`config.mk`:
```
export PLATFORM = sky130hd
export DESIGN_NAME = cordic_stage_reg
export DESIGN_NICKNAME = d
export VERILOG_FILES = /design/src/rtl/cordic_pkg.sv /design/src/rtl/cordic_beat_reg.sv /design/src/rtl/cordic_stage_reg.sv
export SDC_FILE = /design/constraint.sdc
export NUM_CORES = 1
export LEC_CHECK = 0
export ABC_CLOCK_PERIOD_IN_PS = 1450
export BUFFER_PORTS_ARGS = -buffer_cell sky130_fd_sc_hd__buf_2
export CORE_MARGIN = 2
export CORE_UTILIZATION = 35
export CTS_CLUSTER_SIZE = 10
export DETAILED_ROUTE_END_ITERATION = 10
export GPL_TIMING_DRIVEN = 0
export PLACE_DENSITY_LB_ADDON = 0.05
export SLEW_MARGIN = 5
export SYNTH_ARGS = -nofsm -noshare
export SYNTH_HDL_FRONTEND = slang
export SYNTH_HIERARCHICAL = 1
export SYNTH_SLANG_ARGS = --single-unit
```
`constraint.sdc`:
```
create_clock -name clk -period 1.45 [get_ports clk]
set_input_delay 0.29 -clock clk [delete_from_list [all_inputs] [get_ports clk]]
set_output_delay 0.29 -clock clk [all_outputs]
set_load 0.05 [all_outputs]
```
`src/rtl/cordic_pkg.sv`:
```
// Shared CORDIC datapath definitions: default channel widths and the beat layout
// carried between micro-rotation stages and their stage registers.
package cordic_pkg;

    localparam int CORDIC_DW = 16;
    localparam int CORDIC_AW = 16;

    typedef struct packed {
        logic signed [CORDIC_DW-1:0] x;
        logic signed [CORDIC_DW-1:0] y;
        logic signed [CORDIC_AW-1:0] angle;
    } cordic_beat_t;

    // Flat width of one beat as stored in a stage register.
    function automatic int beat_w(input int dw, input int aw);
        return 2 * dw + aw;
    endfunction

endpackage

```
`src/rtl/cordic_beat_reg.sv`:
```
// Width-generic beat register with a valid flag: load sets it, drop clears it,
// clr discards synchronously without touching the data.
module cordic_beat_reg
    import cordic_pkg::*;
#(
    parameter int W = beat_w(CORDIC_DW, CORDIC_AW)
) (
    input  logic         clk,
    input  logic         rst,
    input  logic         clr,
    input  logic         load,
    input  logic         drop,
    input  logic [W-1:0] d,
    output logic [W-1:0] q,
    output logic         vld
);

    always_ff @(posedge clk) begin
        if (rst) begin
            vld <= 1'b0;
            q   <= '0;
        end else begin
            // clr wins over a same-cycle load so a beat accepted during flush is lost.
            if (clr) begin
                vld <= 1'b0;
            end else if (load) begin
                vld <= 1'b1;
            end else if (drop) begin
                vld <= 1'b0;
            end
            if (load && !clr) begin
                q <= d;
            end
        end
    end

endmodule

```
`src/rtl/cordic_stage_reg.sv`:
```
// Elastic valid/ready register between two CORDIC micro-rotation stages, with stall,
// flush and optional skid entry. Define CORDIC_REG_PERF_EN to add the xfer_cnt port.
module cordic_stage_reg
    import cordic_pkg::*;
#(
    parameter int DW   = CORDIC_DW,
    parameter int AW   = CORDIC_AW,
    parameter int SKID = 1
) (
    input  logic                 clk,
    input  logic                 rst,
    input  logic                 reg_en,
    input  logic                 flush,
    input  logic                 in_valid,
    output logic                 in_ready,
    input  logic signed [DW-1:0] x,
    input  logic signed [DW-1:0] y,
    input  logic signed [AW-1:0] angle,
    output logic                 out_valid,
    input  logic                 out_ready,
    output logic signed [DW-1:0] x_out,
    output logic signed [DW-1:0] y_out,
    output logic signed [AW-1:0] angle_out
`ifdef CORDIC_REG_PERF_EN
    ,
    output logic [15:0]          xfer_cnt
`endif
);

    localparam int BW = beat_w(DW, AW);

    logic [BW-1:0] in_beat_p0;
    logic [BW-1:0] main_d_p0;
    logic [BW-1:0] main_beat_p1;
    logic          main_vld_p1;
    logic          main_load;
    logic          main_drop;
    logic          accept;
    logic          emit;

    assign in_beat_p0 = {x, y, angle};
    assign accept     = in_valid & in_ready;
    assign emit       = out_valid & out_ready;

    // stage p0 -> p1: outputs come straight from main, forced quiet during rst and stall
    assign out_valid                  = ~rst & reg_en & main_vld_p1;
    assign {x_out, y_out, angle_out}  = rst ? '0 : main_beat_p1;
    assign main_drop                  = emit;

    cordic_beat_reg #(.W(BW)) u_main (
        .clk  (clk),
        .rst  (rst),
        .clr  (flush),
        .load (main_load),
        .drop (main_drop),
        .d    (main_d_p0),
        .q    (main_beat_p1),
        .vld  (main_vld_p1)
    );

    generate
        if (SKID != 0) begin : g_skid
            logic [BW-1:0] skid_beat_p1;
            logic          skid_vld_p1;
            logic          skid_load;
            logic          skid_drop;

            // Ready is purely registered: a full skid entry is the only reason to refuse.
            assign in_ready  = ~rst & reg_en & ~skid_vld_p1;
            assign main_load = (emit & skid_vld_p1) | (accept & (~main_vld_p1 | emit));
            assign main_d_p0 = skid_vld_p1 ? skid_beat_p1 : in_beat_p0;
            assign skid_load = accept & main_vld_p1 & ~emit;
            assign skid_drop = emit & skid_vld_p1;

            cordic_beat_reg #(.W(BW)) u_skid (
                .clk  (clk),
                .rst  (rst),
                .clr  (flush),
                .load (skid_load),
                .drop (skid_drop),
                .d    (in_beat_p0),
                .q    (skid_beat_p1),
                .vld  (skid_vld_p1)
            );
        end else begin : g_noskid
            assign in_ready  = ~rst & reg_en & (~main_vld_p1 | out_ready);
            assign main_load = accept;
            assign main_d_p0 = in_beat_p0;
        end
    endgenerate

`ifdef CORDIC_REG_PERF_EN
    // emit is already gated by reg_en, so the count freezes during a stall.
    always_ff @(posedge clk) begin
        if (rst) begin
            xfer_cnt <= '0;
        end else if (emit) begin
            xfer_cnt <= xfer_cnt + 16'd1;
        end
    end
`endif

endmodule
```
# Word-level counts from Yosys, hierarchy flattened
# Index checks and enable logic that the tools add are counted.
[word_totals]
mem_bits_rw = 0
output_inout_bits = 50
rom_bits = 0
latch_bits = 0
regBits = 98
word_cells = 31
n_memories = 0
[op_classes]
muxes = 6
eq_ne = 0
n_lt_le_gt_ge = 0
bitwise = 15
n_reduce_logical = 6
multipliers = 0
n_div = 0
shift = 0
n_addsub = 0
[ops]
columns = ["operator", "n"]
rows = [
  ["48-bit 2-to-1 mux", 2],
  ["1-bit AND", 9],
  ["1-bit 2-to-1 mux", 4],
  ["1-bit inverter", 4],
  ["2-bit nonzero test", 2],
  ["1-bit logical AND", 2],
  ["1-bit OR", 2],
  ["2-bit OR reduction", 1],
  ["1-bit zero test", 1],
]

# Logic depth before layout (Yosys ltp)
[logic_depth]
ltp_word = 8
mapped_depth = 8
depth_no_buf = 4

# Hierarchy
# The synthesis kept the hierarchy.
[by_module_without_submodules]
columns = ["mod", "instances", "area_per_inst_um2", "cells_per_inst"]
rows = [
  ["cordic_beat_reg", 2, 2306.0, 222],
  ["cordic_stage_reg", 1, 1004.7, 116],
]

# Worst setup path after synthesis
# Ideal clock, no wire load.
[synth_path]
kind = "in2reg"
start = "input rst"
end = "register g_skid.u_skid.q[23]"
required_time_ps = 1334
setup_slack_ps = -653
cell_stages = 7
path_buffers = 3
arrival_ps = 1987
cell_sequence = "buf_2 > nor3b_2 > and3_1 > nor2b_4 > buf_6 > buf_6 > o21ai_2"
[synth_between]
elab_chain_cells = 7
[synth_rtl]
columns = ["element", "line_no", "rtl"]
rows = [
  ["from (decl)", "cordic_stage_reg.sv:11", "input logic rst,"],
  ["1-bit inverter", "cordic_stage_reg.sv:69", "assign in_ready = ~rst & reg_en & ~skid_vld_p1;"],
  ["1-bit AND (2 in series)", "cordic_stage_reg.sv:69", ""],
  ["named net in_ready", "cordic_stage_reg.sv:15", "output logic in_ready,"],
  ["1-bit AND", "cordic_stage_reg.sv:42", "assign accept = in_valid & in_ready;"],
  ["1-bit AND (2 in series)", "cordic_stage_reg.sv:72", "assign skid_load = accept & main_vld_p1 & ~emit;"],
  ["named net g_skid.skid_load", "cordic_stage_reg.sv:65", "logic skid_load;"],
  ["1-bit logical AND", "cordic_beat_reg.sv:31", "if (load && !clr) begin"],
  ["to (signal assigned)", "cordic_beat_reg.sv:21", "q <= '0;"],
  ["to (signal assigned)", "cordic_beat_reg.sv:32", "q <= d;"],
  ["to (decl)", "cordic_beat_reg.sv:14", "output logic [W-1:0] q,"],
]
# The timed path passes the listed nets, and every way through them passes these cells.
# A chain may end at the register's enable or synchronous reset.

# Worst setup path in the final report
[layout_path]
start = "register g_skid.u_skid.vld"
end = "register u_main.q[32]"
[layout_between]
elab_chain_cells = 6
[layout_rtl]
columns = ["element", "line_no", "rtl"]
rows = [
  ["from (decl)", "cordic_beat_reg.sv:15", "output logic vld"],
  ["from (signal assigned)", "cordic_beat_reg.sv:20", "vld <= 1'b0;"],
  ["from (signal assigned)", "cordic_beat_reg.sv:25", "vld <= 1'b0;"],
  ["from (signal assigned)", "cordic_beat_reg.sv:27", "vld <= 1'b1;"],
  ["1-bit inverter", "cordic_stage_reg.sv:69", ""],
  ["1-bit AND", "cordic_stage_reg.sv:69", ""],
  ["1-bit AND", "cordic_stage_reg.sv:42", ""],
  ["1-bit AND", "cordic_stage_reg.sv:70", "assign main_load = (emit & skid_vld_p1) | (accept & (~main_vld_p1 | emit));"],
  ["1-bit OR *", "cordic_stage_reg.sv:70", ""],
  ["named net main_load", "cordic_stage_reg.sv:36", "logic main_load;"],
  ["1-bit logical AND *", "cordic_beat_reg.sv:31", ""],
  ["to (signal assigned)", "cordic_beat_reg.sv:21", ""],
  ["to (signal assigned)", "cordic_beat_reg.sv:32", ""],
  ["to (decl)", "cordic_beat_reg.sv:14", ""],
]
# The timed path passes the listed nets; every way through them passes the cells marked *.

==> results.yml <==
floorplan:
  start_util: 0.3562
  core-area_um2: 15770
  die_area_um2: 17080
  die_x_um: 130.7
  dieHeight_um: 130.7
  io_pins: 104
  core.rowCount: 46
placement:
  finalWeightedCongestion: 0.8082
  hpwlAfterDp_mm: 10.91
  io_buffers: 103
  dp_cells: 879
status:
  violations: "negative setup slack"
  outcome: "complete, but fails checks"
sta:
  fin_ws_ps: -169.3
  finalSetupViolCount: 98
  finalCriticalPeriod_ps: 1619
  drv_slew: 0
  rsz0062_at_grt: "yes"
  max-slew-margin-rel: 0.6992
  final.setup_skew_ps: 3.744
  worst_pin_slew_ps: 451.2
  setup-tns-final_ps: -10420
  fin_crit_sh: 1.117
  clock.fmax_ghz: 0.6176
  final_hold_viol_count: 0
worst_setup_path:
  cp_common_cell: "buf_8"
  reg2reg_slack_ps: -170
  crit_chain: "buf_6, buf_8, mux2i_1, nor3b_2, buf_4, nor2b_4, buf_8, buf_12, o21ai_2"
  cpPeakStageDelay_ps: 320
  end_kind: "flip-flop"
  critPathKind: "flip-flop to flip-flop"
  cp_max_fo: 10
  cp.required_ps: 1690
  arrival_ps: 1860
  worstSetupStartpointType: "flip-flop"
  slowest_stage: "dfxtp_2"
finish:
  final_cell_mix: "buf_2 (102), dfxtp_1 (97), nand2b_1 (96), nand4bb_1 (95), o21ai_2 (51)"
  fin_nets: 749
  n_fill_cell: 1581
  mostFrequentLayoutCell: "buf_2"
  drive_gt1_frac: 0.4678
  layout.cells.non_filler: 915
  syn_to_final_growth_pct: 31.59
  diodes: 0
routing:
  drt_iter0_drc: 251
  vias: 4582
  drc: 0
  dr.pass1.iters: 4
  vias_per_cell: 5.008
  antenna_left: 0
  avgRoutedWirePerCell_um: 17.51
  drt_wl_total_mm: 16.02
synthesis:
  ys_types: 20
  syn_area_um2: 5617
  ys_ff_latch: 98
  syn-num-nets: 614
  avgSynthCellArea_um2: 10.03
  synthCells: 560
  ys_seq_area_frac: 0.3493
  yosys_warnings: 6
grt:
  antenna_found_initial: 0
  grt_max_degree: 20
  grt_pass1_wl_mm: 24.56
  grt_usage: 0.1876
  grt_pass1_vias: 4539
  overflow: 0
clock_network:
  cts_sinks: 98
  clk_pin_slew_worst_paths_ps: 70
  cts_made_buffers: 9
  clock_latency_ps: 350
  cts_tree: "built"
  cts_buffer_depth: 2
  htree_levels: 3
  cts-root-buf: "clkbuf_16"
power_and_ir_drop:
  peakVddDrop_mv: 0.4933
  p_int_mw: 4.556
  powerDensity_nw_per_um2: 812.5
  total_power_mw: 6.005
  swShare: 0.2412
  p_leak_nw: 2.791
  power_frac_clock: 0.420
  combPwrFrac: 0.124
  power.switching_mw: 1.449
  p_seq_frac: 0.455
flow_run:
  cap_violations: 0
hold_path:
  hold_path.class: "primary input to flip-flop"
[metal layers]
layer / GRT usage / wire (um) / up-vias
met1: 0.2570 / 7594 / 2218
li1: - / - / 2264
met2: 0.3045 / 7624 / 86
met4: 0.06446 / 219 / 0
met3: 0.02565 / 583 / 14
met5: 0 / 0 / -
[cell type report]
type | instances | area, um^2 | area share
clock inverters | 2 | 35.03 | 0.004740
multi-input cells | 401 | 3460 | 0.4681
flip-flops and latches | 98 | 1963 | 0.2656
plain buffers | 58 | 528.0 | 0.07144
clock buffers | 13 | 270.3 | 0.03657
well taps | 216 | 270.3 | 0.03657
repair buffers | 127 | 864.6 | 0.1170
[final timing paths]
check                                        from                  end  cells after the start
worst min register to register       u_main/q[47]         u_main/q[47]                      2
worst max register to register  g_skid.u_skid/vld         u_main/q[32]                      9
worst min-delay path                         y[5]  g_skid.u_skid/q[21]                      3
worst max-delay path            g_skid.u_skid/vld         u_main/q[32]                      9
[Yosys cell counts (all sizes together)]
library cell / count / area share
nor2b: 54 / 0.063
o21ai: 96 / 0.11
and4: 1 / 0.0016
clkbuf: 25 / 0.017
nor2: 2 / 0.0013
dfxtp: 98 / 0.35
mux2i: 1 / 0.0018
nor3b: 2 / 0.0045
and2: 1 / 0.0011
mux2: 48 / 0.096
nand2b: 96 / 0.11
buf: 36 / 0.048
o21a: 2 / 0.0027
and3: 2 / 0.0022
nand4bb: 96 / 0.19
[sequential cells by signal (all words and copies together) (netlist names)]
register,cells
g_skid.u_skid/vld,1
u_main/vld,1
u_main/q,48
g_skid.u_skid/q,48
[power by group through the flow]
| stage | logic [mW] | registers [mW] | clock network (mW) |
|---|---|---|---|
| 2_1_floorplan | 0.452 | 2.79 | 0 |
| 3_3_place_gp | 0.688 | 2.80 | 0 |
| 3_5_place_dp | 0.694 | 2.80 | 0 |
| 4_1_cts | 0.729 | 2.73 | 2.60 |
| 5_1_grt | 0.802 | 2.74 | 2.69 |
| 6_report | 0.748 | 2.73 | 2.52 |
[critical path, delay by kind of cell (launching register included)]
family,cells,cell delay [ps]
flops,1,320
buf+inv,5,670
mux,1,120
compound gates,1,50
simple gates,2,340
[per-stage QoR]
step	hold WS, ps	utilization	worst slack [ps]	instance area (um^2)
6_report	226.2	0.4687	-169.3	7391
5_1_grt	219.3	0.4687	-306.1	7391
4_1_cts	212.7	0.4578	-155.1	7219
3_5_place_dp	452.0	0.4156	-650.9	6554
3_3_place_gp	447.9	0.4156	-604.9	6554
2_1_floorplan	437.6	-	-392.5	5768
[logic make-up after synthesis]
kind of cell | share of synthesized area
simple gates | 0.3729
compound gates | 0.1149
flops | 0.3493
buf+inv | 0.06483
mux | 0.09802
[what timing repair did]
action / 4_1_cts / 5_1_grt
cloned: 2 / 4
resized for setup: 59 / 23
pin swaps: 19 / 4
setup endpoints to repair: 148 / 108
endpoints found under the hold margin: 0 / 0
hold buffers: 0 / 0
setup buffers: 14 / 4
(Power assumes the default switching activity.)
